## src/rtl/bcd_mod_counter.sv

```systemverilog
// bcd_mod_counter: two-digit BCD modulo counter (MIN_VAL..MIN_VAL+MODULUS-1) with set-mode key auto-repeat.
// Optional macro BCD_MOD_COUNTER_DEC_EN enables the DEC key (step -1 through the same FSM).
module bcd_mod_counter #(
  parameter int MODULUS       = 24,
  parameter int MIN_VAL       = 0,
  parameter int HOLD_CYCLES   = 8,
  parameter int REPEAT_CYCLES = 4
) (
  input  logic       CLK,
  input  logic       RESET_N,
  input  logic       ENABLE,
  input  logic       CARRY_IN,
  input  logic [1:0] SET_STATE,
  input  logic       INC,
  input  logic       DEC,
  output logic [3:0] CNT_H,
  output logic [3:0] CNT_L,
  output logic       CARRY_OUT
);
  localparam int MAX_VAL = MIN_VAL + MODULUS - 1;
  localparam int TMAX = (HOLD_CYCLES > REPEAT_CYCLES) ? HOLD_CYCLES : REPEAT_CYCLES;
  localparam int TW = $clog2(TMAX + 1);
  localparam logic [7:0] MIN_BCD = {4'(MIN_VAL / 10), 4'(MIN_VAL % 10)};
  localparam logic [7:0] MAX_BCD = {4'(MAX_VAL / 10), 4'(MAX_VAL % 10)};
  if (MODULUS < 2 || MODULUS > 99 || (MIN_VAL != 0 && MIN_VAL != 1) || MAX_VAL > 99 ||
      HOLD_CYCLES < 1 || REPEAT_CYCLES < 1) begin : g_bad_param
    $error("bcd_mod_counter: illegal parameter set");
  end
  typedef enum logic [1:0] {IDLE, HOLD, REPEAT} state_t;
  state_t          state_q, state_d;
  logic [TW-1:0]   timer_q, timer_d, lim;
  logic [7:0]      cnt_q, cnt_d, up;
  logic            inc_prev_q, inc_arm_q;
  logic            run, set, at_max, step, down;
  logic            dec_k, dec_rise, dir, inc_rise, key_k, other_k;
  assign run      = SET_STATE == 2'b01;
  assign set      = SET_STATE == 2'b10;
  assign at_max   = cnt_q == MAX_BCD;
  assign CARRY_OUT = run && ENABLE && CARRY_IN && at_max;
  assign CNT_H    = cnt_q[7:4];
  assign CNT_L    = cnt_q[3:0];
  assign up = at_max ? MIN_BCD :
              cnt_q[3:0] == 4'd9 ? {cnt_q[7:4] + 4'd1, 4'd0} : {cnt_q[7:4], cnt_q[3:0] + 4'd1};
  // A key held through reset must be seen low once before it can start a new sequence.
  assign inc_rise = INC && !inc_prev_q && inc_arm_q;
  assign key_k    = dir ? dec_k : INC;
  assign other_k  = dir ? INC : dec_k;
  assign lim      = state_q == HOLD ? TW'(HOLD_CYCLES - 1) : TW'(REPEAT_CYCLES - 1);
`ifdef BCD_MOD_COUNTER_DEC_EN
  logic       dec_prev_q, dec_arm_q, dir_q;
  logic [7:0] dn;
  assign dec_k    = DEC;
  assign dec_rise = DEC && !dec_prev_q && dec_arm_q;
  assign dir      = dir_q;
  assign dn = cnt_q == MIN_BCD ? MAX_BCD :
              cnt_q[3:0] == 4'd0 ? {cnt_q[7:4] - 4'd1, 4'd9} : {cnt_q[7:4], cnt_q[3:0] - 4'd1};
  assign cnt_d = !step ? cnt_q : down ? dn : up;
  always_ff @(posedge CLK or negedge RESET_N) begin
    if (!RESET_N) begin
      dec_prev_q <= 1'b0;
      dec_arm_q  <= 1'b0;
      dir_q      <= 1'b0;
    end else begin
      dec_prev_q <= DEC;
      dec_arm_q  <= dec_arm_q | ~DEC;
      dir_q      <= state_q == IDLE ? dec_rise : dir_q;
    end
  end
`else
  logic unused_dec;
  assign dec_k      = 1'b0;
  assign dec_rise   = 1'b0;
  assign dir        = 1'b0;
  assign cnt_d      = step ? up : cnt_q;
  assign unused_dec = ^{DEC, down};
`endif
  always_comb begin
    state_d = state_q;
    timer_d = '0;
    step    = 1'b0;
    down    = 1'b0;
    if (run) begin
      state_d = IDLE;
      step    = ENABLE && CARRY_IN;
    end else if (!set) state_d = IDLE;
    else if (state_q == IDLE) begin
      if (!(INC && dec_k) && (inc_rise || dec_rise)) begin
        step    = 1'b1;
        down    = dec_rise;
        state_d = HOLD;
      end
    end else if (!key_k || other_k) state_d = IDLE;
    else if (timer_q == lim) begin
      step    = 1'b1;
      down    = dir;
      state_d = REPEAT;
    end else timer_d = timer_q + TW'(1);
  end
  always_ff @(posedge CLK or negedge RESET_N) begin
    if (!RESET_N) begin
      state_q    <= IDLE;
      timer_q    <= '0;
      cnt_q      <= MIN_BCD;
      inc_prev_q <= 1'b0;
      inc_arm_q  <= 1'b0;
    end else begin
      state_q    <= state_d;
      timer_q    <= timer_d;
      cnt_q      <= cnt_d;
      inc_prev_q <= INC;
      inc_arm_q  <= inc_arm_q | ~INC;
    end
  end
endmodule

```

## config.mk

```make
export PLATFORM = sky130hd
export DESIGN_NAME = bcd_mod_counter
export DESIGN_NICKNAME = d
export VERILOG_FILES = /design/src/rtl/bcd_mod_counter.sv
export SDC_FILE = /design/constraint.sdc
export NUM_CORES = 1
export LEC_CHECK = 0
export CELL_PAD_IN_SITES_DETAIL_PLACEMENT = 1
export CELL_PAD_IN_SITES_GLOBAL_PLACEMENT = 1
export CORE_ASPECT_RATIO = 0.6
export CORE_MARGIN = 5
export CORE_UTILIZATION = 35
export CTS_CLUSTER_DIAMETER = 40
export DETAILED_ROUTE_END_ITERATION = 16
export PLACE_DENSITY = 0.75
export SYNTH_ARGS = -nofsm -noshare
export SYNTH_HDL_FRONTEND = slang
export SYNTH_SLANG_ARGS = --single-unit
```

## constraint.sdc

```tcl
create_clock -name CLK -period 1.49 [get_ports CLK]
set_input_delay 0.149 -clock CLK [delete_from_list [all_inputs] [get_ports CLK]]
set_output_delay 0.149 -clock CLK [all_outputs]
set_load 0.01 [all_outputs]
```

[After elaboration in Yosys (flattened, before gate mapping)]
Cells that the tools add are included.
Word-level totals
  logic and storage cells: 50
  bits of input ports: 8
  output and inout port bits: 9
  register bits after elaboration: 16
Operators by class
  bitwise operators: 2
  equality and inequality tests: 8
  $add $sub $neg: 3
  reductions and logical operators: 11
  multiplexer cells: 20
Operator list (count)
  4-bit two-way mux: 5
  8-bit two-way mux: 2
  4-bit by 1-bit adder with 4-bit output, second input constant: 3
  2-bit two-way mux: 6
  8-bit by 6-bit == test with 1-bit output, second input constant: 1
  1-bit logical AND: 6
  1-bit two-way mux: 6
  5-bit by 3-bit != test with 1-bit output, second input constant: 1
  2-bit by 1-bit == test with 1-bit output, second input constant: 2
  4-bit by 3-bit == test with 1-bit output: 1
  4-bit == test, second input constant: 1
  4-bit != test, second input constant: 1
  2-bit AND reduction: 2
  3-bit two-way mux: 1
  2-bit == test, second input constant: 1
  2-bit zero test: 1
  2-bit nonzero test: 1
  1-bit zero test: 1
  1-bit inverter: 1
  1-bit bitwise OR: 1

[Depth between registers and ports, before layout]
  depth in word-level cells: 9
  gate-level depth with buffers: 6
  gate-level depth less buffers: 6

[Worst setup path after synthesis]
No wires, ideal clock.
  kind: register to register
  start: register state_q[1]
  end: register cnt_q[3]
  data required time: 1.359 ns
  path slack: -0.117 ns
  path buffers: 0
  period minus slack after synthesis: 1.607 ns
  arrival time: 1.477 ns
  setup time: 0.131 ns
  stages on the path, launching flop included: 5
  cells stage by stage: dfrtp_1 > or4b_4 > o21a_1 > a22o_1 > o2bb2ai_1
On the way
  cells in the longest elaborated chain, start to end: 8
  elaborated cells on any way between the ends: 9
  those cells by class: 2 x eq/ne; 6 x mux; 1 x reduce/logical
RTL lines
  start: declaration: line 30  | state_t state_q, state_d;
  start signal: assignment: line 107  | state_q <= state_d;
  2-bit by 1-bit == test with 1-bit output: line 48  | assign lim = state_q == HOLD ? TW'(HOLD_CYCLES - 1) : TW'(REPEAT_CYCLES - 1);
  3-bit two-way mux: line 48
  4-bit by 3-bit == test with 1-bit output: line 93  | else if (timer_q == lim) begin
  1-bit two-way mux: line 93
  1-bit two-way mux: line 92  | end else if (!key_k || other_k) state_d = IDLE;
  1-bit two-way mux (*): line 86  | else if (state_q == IDLE) begin
  1-bit two-way mux (*): line 85  | end else if (!set) state_d = IDLE;
  1-bit two-way mux (*): line 82  | if (run) begin
  end signal: assignment: line 109  | cnt_q <= cnt_d;
  end: declaration: line 32  | logic [7:0] cnt_q, cnt_d, up;
Every way passes the cells marked *; elsewhere a longest branch is shown, timed or not.
A chain may end at the register's enable or synchronous reset.

[Worst setup path after layout]
  start: register state_q[0]
  end: register cnt_q[5]
On the way
  cells in the longest elaborated chain, start to end: 9
  elaborated cells on any way between the ends: 10
  those cells by class: 2 x eq/ne; 6 x mux; 2 x reduce/logical
RTL lines (line)
  2-bit by 1-bit == test with 1-bit output: 48
  3-bit two-way mux: 48
  4-bit by 3-bit == test with 1-bit output: 93
  1-bit two-way mux: 93
  1-bit two-way mux: 92
  1-bit two-way mux (*): 86
  1-bit two-way mux (*): 85
  1-bit two-way mux (*): 82
  2-bit AND reduction (no line) (*)
Marked as above.

==> impl_table.tex <==
\begin{tabular}{lr}
\hline
Metric & Value \\
\hline
\multicolumn{2}{l}{\textbf{Flow run}} \\
\# Max-Cap Violations & 0 \\
\multicolumn{2}{l}{\textbf{GRT}} \\
Number of global-route vias before repair & 970 \\
Global-route wire length before repair & 5.21 mm \\
Maximum number of pins on one net before global-route repair & 17 \\
Global route total overflow & 0 \\
GRT Resource Usage Total & 19.8\% \\
Number of antenna violations at the first check in global routing & 0 \\
Global-route met3 utilization & 7.00\% \\
Met2 track demand over resource in global routing & 32.1\% \\
GR Util met1 & 23.9\% \\
Global routing's busiest layer & met2 \\
\multicolumn{2}{l}{\textbf{Worst setup path}} \\
Setup crit end kind & register \\
Worst-path fanout max & 5 \\
Type of the worst setup path & register to register \\
Critical register-to-register path startpoint & state\_q[0] \\
Kind of cell with the highest combined delay on the critical path & simple AND/OR/NAND/NOR gates \\
CP peak stage delay & 560 ps \\
Worst setup path startpoint & state\_q[0] \\
Critical-path top delay cell & sky130\_fd\_sc\_hd\_\_or4b\_4 \\
Cell breakdown of the critical path & or4b\_4 -> o21ai\_4 -> nor2\_2 -> o32ai\_2 \\
CP bufs+invs & 0 \\
Required time of the critical path & 1650 ps \\
Worst setup SP type & register \\
Data arrival time of the worst path & 1860 ps \\
\multicolumn{2}{l}{\textbf{Yosys}} \\
Average cell area after synthesis & 10.8 µm² \\
Synthesized netlist net count & 93 \\
Number of warnings issued by yosys & 0 \\
Proportion of synthesized chip area in sequential cells & 46.4\% \\
Combined area of all synthesized cells & 863 µm² \\
Gate count after technology mapping & 80 \\
Number of distinct library cells after synthesis & 37 \\
Number of synthesized flops with an enable pin & 0 \\
Synth async-reset ratio & 100\% \\
\#FFs+latches synth & 16 \\
Leading register cell type out of synthesis & sky130\_fd\_sc\_hd\_\_dfrtp\_1 \\
\multicolumn{2}{l}{\textbf{Detailed routing}} \\
DRT Pass-1 Iters & 4 \\
Vias after detailed routing & 861 \\
Via-per-instance ratio & 5.52 \\
Drt initial violations & 43 \\
Number of design rule violations left after detail routing & 0 \\
Antenna Nets Post-Route & 0 \\
Routed wire length per instance & 21.8 µm \\
Total wirelength of the detailed-routed design & 3.40 mm \\
\multicolumn{2}{l}{\textbf{STA}} \\
Unrepaired setup endpoints after global routing & true \\
Smallest hold slack & 215 ps \\
Fmax & 587 MHz \\
Clock Skews & 7.51 ps \\
Slew Limit Headroom & 79.2\% \\
Actual slew at the worst max-slew pin & 311 ps \\
Worst setup slack after layout & -213 ps \\
Final Slew Violations & 0 \\
Total setup violations reported at the end of the flow & 9 \\
Fin crit period & 1700 ps \\
Hold Violations, Final & 0 \\
Fraction of the cycle the final worst path needs & 114\% \\
\multicolumn{2}{l}{\textbf{Placed design}} \\
Port buffer count & 15 \\
Routability congestion estimate & 0.792 \\
DP HPWL & 2.07 mm \\
Post-placement cell area & 1230 µm² \\
\multicolumn{2}{l}{\textbf{Floorplanning}} \\
Die area & 3590 µm² \\
Num rows & 13 \\
Die Y-Extent & 48.5 µm \\
Std-Cell Core Area & 2260 µm² \\
Horizontal die dimension & 74.1 µm \\
Effective utilization at floorplan & 38.2\% \\
\# IOs & 17 \\
\multicolumn{2}{l}{\textbf{Clock network}} \\
CTS H-tree lvls & 1 \\
CTS clk-pin slew, worst paths & 70 ps \\
Clock root buffer & sky130\_fd\_sc\_hd\_\_clkbuf\_8 \\
Num CTS Buffers & 3 \\
Clock tree sinks & 16 \\
Skew-Pair Late Insertion Delay & 260 ps \\
Clock tree from TritonCTS & done \\
Clock tree buffer depth & 2 \\
\multicolumn{2}{l}{\textbf{Power}} \\
Power dissipated by switching net loads & 697 µW \\
Switch share & 34.8\% \\
Register share of total power & 29.8\% \\
Maximum VDD drop & 0.971 mV \\
Power per Cell Area & 1430 nW/µm² \\
Portion of total power attributed to the clock network & 19.8\% \\
Internal Power & 1.31 mW \\
Logic pwr share & 50.4\% \\
Static Leak & 0.656 nW \\
\multicolumn{2}{l}{\textbf{Worst hold path}} \\
HP Class & input port to asynchronous set/reset pin \\
\multicolumn{2}{l}{\textbf{Cells and area}} \\
Share of final-layout standard cells stronger than drive strength 1 & 42.1\% \\
Number of nets in the layout & 140 \\
\# fillers & 238 \\
Final non-filler cell area & 1410 µm² \\
Area growth from synthesis to layout & 62.8\% \\
Antenna Diode Count & 0 \\
\multicolumn{2}{l}{\textbf{Outcome}} \\
Status & finished with violations \\
Violations in the final reports & setup timing \\
\hline
\end{tabular}
area by class of cell:
class / instances / area [µm²] / area share [%]
flip-flops and latches: 16 / 400 / 28.5
clock buffers: 4 / 55.1 / 3.92
repair buffers: 42 / 364 / 25.9
multi-input cells: 59 / 529 / 37.7
inverters: 5 / 18.8 / 1.34
well taps: 30 / 37.5 / 2.67
flip-flops by register name (all words and copies together) (netlist names):
signal / flops
timer_q: 4
state_q: 2
cnt_q: 8
inc_arm_q: 1
inc_prev_q: 1
metal layers:
| metal | vias up | routed length, µm |
|---|---|---|
| met4 | 0 | 79 |
| met3 | 10 | 248 |
| met2 | 46 | 1660 |
| met1 | 421 | 1400 |
| met5 | - | 0 |
| li1 | 384 | - |
logic make-up after synthesis:
family	count (synthesis)	synth area share [%]
fa+ha+maj	5	7.25
flops	16	46.4
xor+xnor	4	4.06
buf+inv	5	2.17
simple gates	31	22.8
mux	1	1.16
compound gates	18	16.2
metrics by stage:
step	power (mW)	utilization, %	TNS (ps)	setup WS, ps	instances
after floorplan	0.911	-	-95.3	-55.5	80
after global placement	1.38	54.5	-1600	-298	149
after detailed placement	1.43	54.5	-2050	-306	149
after CTS	1.94	60.0	-1080	-171	154
after global routing	2.11	62.1	-1700	-241	156
final	2.00	62.1	-1380	-213	156
repair_timing:
| item | CTS | global route |
|---|---|---|
| gates cloned | 0 | 0 |
| setup endpoints to repair | 9 | 17 |
| gates resized for setup | 16 | 11 |
| buffers inserted | 1 | 2 |
| hold buffers | 0 | 0 |
| pin swaps | 4 | 5 |
power groups by stage:
stage                     sequential, mW  combinational (mW)  clock, mW
after floorplan                    0.669               0.242          0
after global placement             0.580               0.798          0
after detailed placement           0.587               0.845          0
after CTS                          0.595               0.955      0.394
after global routing               0.605                1.08      0.431
final                              0.598                1.01      0.396
final timing paths:
path | endpoint | slack [ps] | cells after the start
setup / recovery | cnt_q[5] | -210 | 4
hold reg to reg | inc_arm_q | 510 | 1
setup reg to reg | cnt_q[5] | -210 | 4
min in group CLK | inc_arm_q | 510 | 1
hold / removal | cnt_q[2] | 220 | 2
max in group asynchronous | state_q[1] | 1080 | 2
cell usage after synthesis, types with 2 or more instances:
library cell / count / share of area, %
sky130_fd_sc_hd__dfrtp_1: 16 / 46
sky130_fd_sc_hd__ha_1: 5 / 7.2
sky130_fd_sc_hd__inv_1: 5 / 2.2
sky130_fd_sc_hd__nand2_1: 4 / 1.7
sky130_fd_sc_hd__nand2b_1: 4 / 2.9
sky130_fd_sc_hd__nand3_1: 3 / 1.7
sky130_fd_sc_hd__nand3b_1: 2 / 1.7
sky130_fd_sc_hd__nor2_1: 4 / 1.7
sky130_fd_sc_hd__nor4_1: 2 / 1.4
sky130_fd_sc_hd__o21ai_0: 4 / 2.3
sky130_fd_sc_hd__o2bb2ai_1: 2 / 2.0
sky130_fd_sc_hd__or2_2: 2 / 1.4
sky130_fd_sc_hd__xnor2_1: 2 / 2.0
sky130_fd_sc_hd__xor2_1: 2 / 2.0
cell usage in the layout (no fill, tap or decap), types with 3 or more instances in the layout:
cell type	Yosys	routed
sky130_fd_sc_hd__buf_4	0	26
sky130_fd_sc_hd__clkbuf_8	0	4
sky130_fd_sc_hd__clkdlybuf4s50_1	0	9
sky130_fd_sc_hd__dfrtp_1	16	16
sky130_fd_sc_hd__dlymetal6s2s_1	0	5
sky130_fd_sc_hd__ha_1	5	4
sky130_fd_sc_hd__inv_1	5	4
sky130_fd_sc_hd__nand2_1	4	3
sky130_fd_sc_hd__nand2b_1	4	4
sky130_fd_sc_hd__nand3_1	3	3
sky130_fd_sc_hd__nor2_1	4	4
sky130_fd_sc_hd__o21ai_1	1	4
Note: power is estimated with default switching activity, not from simulation.
